`src/rtl/comparador_scanner_if.sv`:
```
// Operand/flag/result bundle between the sweep engine and the comparator side.
interface comparador_scanner_if;
  logic       start;
  logic [1:0] a_out;
  logic [1:0] b_out;
  logic       lt_in;
  logic       eq_in;
  logic       gt_in;
  logic       busy;
  logic       done;
  logic [4:0] err_cnt;
  logic       first_err_valid;
  logic [3:0] first_err_pair;
  logic       pass;

  modport master (
    input  start, lt_in, eq_in, gt_in,
    output a_out, b_out, busy, done, err_cnt, first_err_valid, first_err_pair, pass
  );

  modport slave (
    output start, lt_in, eq_in, gt_in,
    input  a_out, b_out, busy, done, err_cnt, first_err_valid, first_err_pair, pass
  );
endinterface

```
`src/rtl/comparador_scanner.sv`:
```
// Sweeps all 16 {A,B} pairs into a 2-bit magnitude comparator and checks its
// lt/eq/gt flags against the ideal result, counting and locating failures.
module comparador_scanner #(
  parameter int SETTLE_CYCLES = 1
) (
  input  logic                 clk,
  input  logic                 rst,
  comparador_scanner_if.master bus
);

  localparam logic [1:0] IDLE = 2'd0;
  localparam logic [1:0] RUN  = 2'd1;
  localparam logic [1:0] DONE = 2'd2;

  localparam logic [3:0] SETTLE = 4'(SETTLE_CYCLES);

  logic [1:0] state;
  logic [3:0] idx;
  logic [3:0] idx_next;
  logic [3:0] settle_cnt;
  logic       sample;
  logic       fail;
  logic [4:0] err_next;

  function automatic logic [2:0] expected_flags(input logic [1:0] a, input logic [1:0] b);
    return {a < b, a == b, a > b};
  endfunction

  // Multi-hot or all-zero flag sets never equal the one-hot expectation, so they fail too.
  assign sample   = (state == RUN) && (settle_cnt == SETTLE);
  assign fail     = {bus.lt_in, bus.eq_in, bus.gt_in} != expected_flags(bus.a_out, bus.b_out);
  assign err_next = bus.err_cnt + {4'd0, fail};
  assign idx_next = idx + 4'd1;

  always_ff @(posedge clk or posedge rst) begin
    if (rst) begin
      state               <= IDLE;
      idx                 <= 4'd0;
      settle_cnt          <= 4'd0;
      bus.a_out           <= 2'd0;
      bus.b_out           <= 2'd0;
      bus.busy            <= 1'b0;
      bus.done            <= 1'b0;
      bus.err_cnt         <= 5'd0;
      bus.first_err_valid <= 1'b0;
      bus.first_err_pair  <= 4'd0;
      bus.pass            <= 1'b0;
    end else begin
      case (state)
        IDLE: begin
          if (bus.start) begin
            state               <= RUN;
            bus.busy            <= 1'b1;
            bus.err_cnt         <= 5'd0;
            bus.first_err_valid <= 1'b0;
            bus.first_err_pair  <= 4'd0;
            bus.pass            <= 1'b0;
            idx                 <= 4'd0;
            settle_cnt          <= 4'd0;
            bus.a_out           <= 2'd0;
            bus.b_out           <= 2'd0;
          end
        end

        RUN: begin
          if (!sample) begin
            settle_cnt <= settle_cnt + 4'd1;
          end else begin
            settle_cnt  <= 4'd0;
            bus.err_cnt <= err_next;
            if (fail && !bus.first_err_valid) begin
              bus.first_err_valid <= 1'b1;
              bus.first_err_pair  <= idx;
            end
            // Completion at idx=15 means the 4-bit index never wraps.
            if (idx == 4'd15) begin
              state     <= DONE;
              bus.a_out <= 2'd0;
              bus.b_out <= 2'd0;
              bus.busy  <= 1'b0;
              bus.done  <= 1'b1;
              bus.pass  <= (err_next == 5'd0);
            end else begin
              idx       <= idx_next;
              bus.a_out <= idx_next[3:2];
              bus.b_out <= idx_next[1:0];
            end
          end
        end

        DONE: begin
          bus.done <= 1'b0;
          state    <= IDLE;
        end

        default: state <= IDLE;
      endcase
    end
  end

endmodule

```
`src/flat_wrapper.sv`:
```
// flat-port wrapper written by rule: the top's interface ports become plain ports
module comparador_scanner_flat 
#(
  parameter int SETTLE_CYCLES = 1
)
  (clk, rst, bus_start, bus_lt_in, bus_eq_in, bus_gt_in, bus_a_out, bus_b_out, bus_busy, bus_done, bus_err_cnt, bus_first_err_valid, bus_first_err_pair, bus_pass);
  comparador_scanner_if bus_i ();
  input  logic clk;
  input  logic rst;
  input wire logic [$bits(bus_i.start)-1:0] bus_start;
  input wire logic [$bits(bus_i.lt_in)-1:0] bus_lt_in;
  input wire logic [$bits(bus_i.eq_in)-1:0] bus_eq_in;
  input wire logic [$bits(bus_i.gt_in)-1:0] bus_gt_in;
  output wire logic [$bits(bus_i.a_out)-1:0] bus_a_out;
  output wire logic [$bits(bus_i.b_out)-1:0] bus_b_out;
  output wire logic [$bits(bus_i.busy)-1:0] bus_busy;
  output wire logic [$bits(bus_i.done)-1:0] bus_done;
  output wire logic [$bits(bus_i.err_cnt)-1:0] bus_err_cnt;
  output wire logic [$bits(bus_i.first_err_valid)-1:0] bus_first_err_valid;
  output wire logic [$bits(bus_i.first_err_pair)-1:0] bus_first_err_pair;
  output wire logic [$bits(bus_i.pass)-1:0] bus_pass;
  assign bus_i.start = bus_start;
  assign bus_i.lt_in = bus_lt_in;
  assign bus_i.eq_in = bus_eq_in;
  assign bus_i.gt_in = bus_gt_in;
  assign bus_a_out = bus_i.a_out;
  assign bus_b_out = bus_i.b_out;
  assign bus_busy = bus_i.busy;
  assign bus_done = bus_i.done;
  assign bus_err_cnt = bus_i.err_cnt;
  assign bus_first_err_valid = bus_i.first_err_valid;
  assign bus_first_err_pair = bus_i.first_err_pair;
  assign bus_pass = bus_i.pass;
  comparador_scanner #(.SETTLE_CYCLES(SETTLE_CYCLES)) u_core (.clk(clk), .rst(rst), .bus(bus_i));
endmodule
```
`config.mk`:
```
export PLATFORM = sky130hd
export DESIGN_NAME = comparador_scanner_flat
export DESIGN_NICKNAME = d
export VERILOG_FILES = /design/src/rtl/comparador_scanner_if.sv /design/src/rtl/comparador_scanner.sv /design/src/flat_wrapper.sv
export SDC_FILE = /design/constraint.sdc
export NUM_CORES = 1
export LEC_CHECK = 0
export CAP_MARGIN = 20
export CORE_ASPECT_RATIO = 1.4
export CORE_MARGIN = 2
export CORE_UTILIZATION = 25
export CTS_CLUSTER_SIZE = 8
export DETAILED_ROUTE_END_ITERATION = 8
export MAX_ROUTING_LAYER = met4
export PLACE_DENSITY = 0.4
export SKIP_CTS_REPAIR_TIMING = 1
export SYNTH_ARGS = -nofsm -noshare
export SYNTH_HDL_FRONTEND = slang
export SYNTH_SLANG_ARGS = --single-unit
```
`constraint.sdc`:
```
create_clock -name clk -period 2.85 [get_ports clk]
set_input_delay 0.57 -clock clk [delete_from_list [all_inputs] [get_ports clk]]
set_output_delay 0.57 -clock clk [all_outputs]
set_load 0.01 [all_outputs]
```
### After elaboration in Yosys (flattened, before gate mapping)

Cells that the tools add are included.

* multiplexer cells: 37
* reductions and logical operators: 14
* $lt $le $gt $ge: 2
* $add $sub $neg: 3
* equality and inequality tests: 11

Operators by type and width (count)
* $mux 4: 6
* $pmux 4 s2: 3
* $mux 2: 8
* $pmux 2 s2: 3
* $reduce_and 4->1: 3
* $mux 1: 10
* $mux 5: 2
* $pmux 5 s2: 1
* $reduce_and 3->1: 3
* $add 4x1->4 const B: 2
* $ne 2x2->1 const B: 4
* $pmux 1 s2: 4
* $add 5x1->5: 1
* $logic_not 5->1: 1
* $eq 4x1->1 const B: 1
* $eq 4x4->1 const B: 1
* $reduce_bool 2->1: 2
* $ne 3x3->1: 1
* $eq 2x1->1 const B: 1
* $eq 2x2->1: 1
* $eq 2x2->1 const B: 1
* $gt 2x2->1: 1
* $logic_and 1x1->1: 2
* $logic_not 2->1: 1
* 4 further kinds: 4

* bits in registers: 27
* output and inout port bits: 17
* logic and storage cells: 78
* bits of input ports: 6

### Logic depth before layout (Yosys ltp)

* depth in word-level cells: 7
* mapped depth: 12
* gate-level depth less buffers: 12

### Worst setup path after synthesis

Ideal clock, no wire load.

* path kind: reg2reg
* start point: register u_core.bus.b_out[1]
* end point: register u_core.bus.pass
* path buffers: 0
* required time: 2.755 ns
* library setup time: 0.095 ns
* setup slack: 0.301 ns
* stages on the path, launching flop included: 12
* clock period less this slack: 2.549 ns
* arrival time: 2.454 ns
* cells stage by stage: dfrtp_1 > inv_1 > ha_1 > nor2b_1 > o21ai_0 > xor2_1 > nand2_1 > ha_1 > ha_1 > nor4_1 > nand3_1 > o31ai_1

* cells in the longest elaborated chain, start to end: 7
* elaborated cells on any way between the ends: 9
* those cells by class: add/sub (1); order compare (2); eq/ne (2); mux (3); reduce/logical (1)

Ends and longest elaborated chain
* start, declared: RTL line comparador_scanner_if.sv:18 `output a_out, b_out, busy, done, err_cnt, first_err_valid, first_err_pair, pass`
* start signal, assigned: RTL line comparador_scanner.sv:86 `bus.b_out <= idx_next[1:0];`
* $gt 2x2->1, or another cell as far along: RTL line comparador_scanner.sv:26 `return {a < b, a == b, a > b};`
* $ne 3x3->1 *: RTL line comparador_scanner.sv:31 `assign fail = {bus.lt_in, bus.eq_in, bus.gt_in} != expected_flags(bus.a_out, bus.b_out);`
* $add 5x1->5 *: RTL line comparador_scanner.sv:32 `assign err_next = bus.err_cnt + {4'd0, fail};`
* $logic_not 5->1 *: RTL line comparador_scanner.sv:82 `bus.pass <= (err_next == 5'd0);`
* $mux 1 *: RTL line comparador_scanner.sv:76 `if (idx == 4'd15) begin`
* $mux 1 *: RTL line comparador_scanner.sv:66 `if (!sample) begin`
* $pmux 1 s2 *: RTL line comparador_scanner.sv:49 `case (state)`
* end signal, assigned: RTL line comparador_scanner.sv:82
* end, declared: RTL line comparador_scanner_if.sv:18

Mark *: on every way between the ends. The rest lies on a longest branch, timed or not. The select of a mux whose other input is x is not followed.
A chain may end at the register's enable or synchronous reset.

### Worst setup path in the final report

Ends and elaborated chain as after synthesis.

==> impl_metrics.csv <==
group,metric,value,unit
finish,area_growth,25.3,%
worst_setup_path,path_cells,"inv_1, ha_1, nor2b_1, o21ai_2, xor2_1, nand2_1, ha_1, ha_1, nor4_2, nand3_1, o31ai_1",
global_route,grt_util_all_layers,11.7,%
yosys,ys.warnings.count,0,
sta,period_minus_slack,2.59,ns
hold_path,min_path_cells,1,
placement,hpwl,2380,um
global_route,grt_pass1_wl,5350,um
route,wl_per_cell,13.8,um
worst_setup_path,cp-start-kind,"register",
die,start_util,25.7,%
sta,skew,0.00167,ns
sta,rsz0062_at_grt,"no",
yosys,synthesis.area,1410,um2
job,cap_violations,0,
route,first_pass_iters,5,
worst_setup_path,end_kind,"register",
finish,diodes,0,
yosys,synth_seq_cells,27,
sta,slew_violations,0,
worst_setup_path,r2r_start,"u_core.bus.b_out[1]$_DFFE_PP0P_",
sta,relSlewSlack,61.6,%
sta,fin_crit_sh,90.8,%
yosys,async_reset_ff_share,100,%
sta,hold_viol_final,0,
power,power_density,1080,nW/um2
yosys,synthFlopType,"dfrtp_1",
cts,cts_root_buf,"clkbuf_8",
finish,final-seq-area,676,um2
worst_setup_path,crit_type,"reg2reg",
worst_setup_path,critPathMaxFanout,3,
global_route,grt_overflow_total,0,
sta,setup_viol,0,
cts,cts_tree,"yes",
worst_setup_path,r2r_setup_slack,0.26,ns
route,postRouteAntennaNets,0,
worst_setup_path,path_buf_inv,1,
yosys,synth_cell_types,36,
die,dieHeight,92.8,um
worst_setup_path,cp.depth,11,
worst_setup_path,reg2reg_depth,11,
yosys,netlist_instances,140,
placement,post_dp_cell_area,1710,um2
sta,max_freq,386,MHz
global_route,grt_start_max_net_pins,28,
finish,final_area,1770,um2
route,routed-via-count,1124,
sta,worstMarginPinSlew,0.575,ns
worst_setup_path,arrival,2.78,ns
finish,multiInputGateArea,698,um2
placement,gp_congestion,0.727,
finish,final_common_cell,"dfrtp_1",
power,peakVddDrop,316,uV
global_route,antenna_found_initial,0,
route,drt-total-wl,3220,um
die,die_area,6260,um2
worst_setup_path,critPathRequiredTime,3.04,ns
global_route,grt_pass1_vias,1137,
cts,clk_pin_slew,0.10,ns
route,viasPerCell,4.82,
yosys,seq_area_frac_synth,48.0,%
power,p_leak,0.761,nW
die,core_region_area,5490,um2
sta,holdWs,0.495,ns
die,rows,32,
finish,layout_common_cells,"27 x dfrtp_1, 22 x clkdlybuf4s50_1, 16 x nand2_1, 15 x o21ai_0, 8 x nor2_1",
placement,numPortBuffers,22,
worst_setup_path,crit_slowest_cell,"dfrtp_1",
run_status,status,"completed",
worst_setup_path,rr_endpoint,"u_core.bus.pass$_DFFE_PP0P_",
route,drcViolationCount,0,
worst_setup_path,cpPeakStageDelay,0.37,ns
yosys,synth_edf_count,0,
yosys,syn_nets,153,
die,ios,23,
finish,drive_above_1_share,7.27,%
route,drtIter0Drc,39,
power,power.total,1.91,mW
cts,cts_buffers,3,
worst_setup_path,cp_top_family,"adder cells",
cts,clock_latency,0.28,ns
worst_setup_path,crit_top_cell,"ha_1",
die,fp.dieW,67.4,um
yosys,syn_avg_cell_area,10.1,um2
worst_setup_path,critical_path.endpoint,"u_core.bus.pass$_DFFE_PP0P_",
finish,fillers,566,
hold_path,hold_path.class,"reg2reg",
cts,htree_levels,1,
worst_setup_path,setup.worst_path.start,"u_core.bus.b_out[1]$_DFFE_PP0P_",
finish,nets,179,
cts,cts_sinks,27,
cts,clock_path_buffers,2,
## stage by stage
stage / setup WS, ns / TNS (ns) / cells / util [%]
after floorplan: 0.301 / 0 / 140 / -
after global placement: 0.0560 / 0 / 229 / 31.1
after detailed placement: -0.0695 / -0.0695 / 229 / 31.1
after CTS: 0.0735 / 0 / 233 / 32.0
after global routing: 0.0338 / 0 / 233 / 32.2
final: 0.262 / 0 / 233 / 32.2
## per-layer routing
metal | GRT usage, % | share of wire (%) | vias up | wire length [um]
li1 | - | - | 553 | -
met4 | 4.59 | 1.8 | 0 | 57
met2 | 18.7 | 49 | 25 | 1590
met3 | 1.46 | 3.1 | 5 | 101
met1 | 14.7 | 46 | 541 | 1470
met5 | - | 0 | - | 0
## power breakdown
group / internal [mW] / switching, mW
clock: 0.0995 / 0.131
sequential: 0.536 / 0.149
combinational: 0.491 / 0.507
## how the worst min path moves through the flow
stage / slack [ns] / endpoint / start
after floorplan: 0.44 / u_core.settle_cnt[3]$_DFFE_PP0P_ / u_core.settle_cnt[3]$_DFFE_PP0P_
after global placement: 0.46 / u_core.settle_cnt[3]$_DFFE_PP0P_ / u_core.settle_cnt[3]$_DFFE_PP0P_
after detailed placement: 0.48 / u_core.settle_cnt[3]$_DFFE_PP0P_ / u_core.settle_cnt[3]$_DFFE_PP0P_
after CTS: 0.50 / u_core.settle_cnt[3]$_DFFE_PP0P_ / u_core.settle_cnt[3]$_DFFE_PP0P_
after global routing: 0.52 / u_core.settle_cnt[3]$_DFFE_PP0P_ / u_core.settle_cnt[3]$_DFFE_PP0P_
final: 0.49 / u_core.settle_cnt[3]$_DFFE_PP0P_ / u_core.settle_cnt[3]$_DFFE_PP0P_
## worst reg2reg max path, stage by stage (launching register included)
cell and delay (ns):
dfrtp_1 0.37, inv_1 0.05, ha_1 0.32, nor2b_1 0.17, o21ai_2 0.16, xor2_1 0.23
nand2_1 0.09, ha_1 0.20, ha_1 0.31, nor4_2 0.29, nand3_1 0.11, o31ai_1 0.20
## synthesized netlist by cell type, types with 2 or more instances
cell type / number / area share (%)
inv_1: 6 / 1.6
nor2_1: 8 / 2.1
xor2_1: 5 / 3.1
nand2b_1: 2 / 0.89
o21ai_0: 17 / 6.0
a22o_1: 6 / 3.7
nand2_1: 16 / 4.3
nand3_1: 7 / 2.5
xnor2_1: 3 / 1.9
nor2b_1: 4 / 1.8
a21oi_1: 6 / 2.1
o31ai_1: 2 / 1.1
ha_1: 7 / 6.2
a21o_1: 3 / 1.6
dfrtp_1: 27 / 48
## state kept, by name (all words and copies together), names as in the netlist, 2 cells and up
register and flops:
u_core.bus.a_out 2, u_core.bus.b_out 2, u_core.bus.err_cnt 5, u_core.bus.first_err_pair 4
u_core.idx 4, u_core.settle_cnt 4, u_core.state 2
## logic make-up after synthesis
family	synth area share, %
AND/OR/NAND/NOR	14.7
XOR/XNOR	4.97
AO/OA/AOI/OAI	22.9
buffers and inverters	3.20
flip-flops	48.0
adder cells (fa/ha/maj)	6.22
## final cells by class
type                       count  area share (%)
tap                           68            4.82
clock buffer                   3            2.34
timing repair buffer          24            13.3
multi-input combinational    104            39.5
sequential                    27            38.3
clock inverter                 1           0.425
inverter                       6            1.28
No activity file was read; power rests on OpenSTA's default activity.
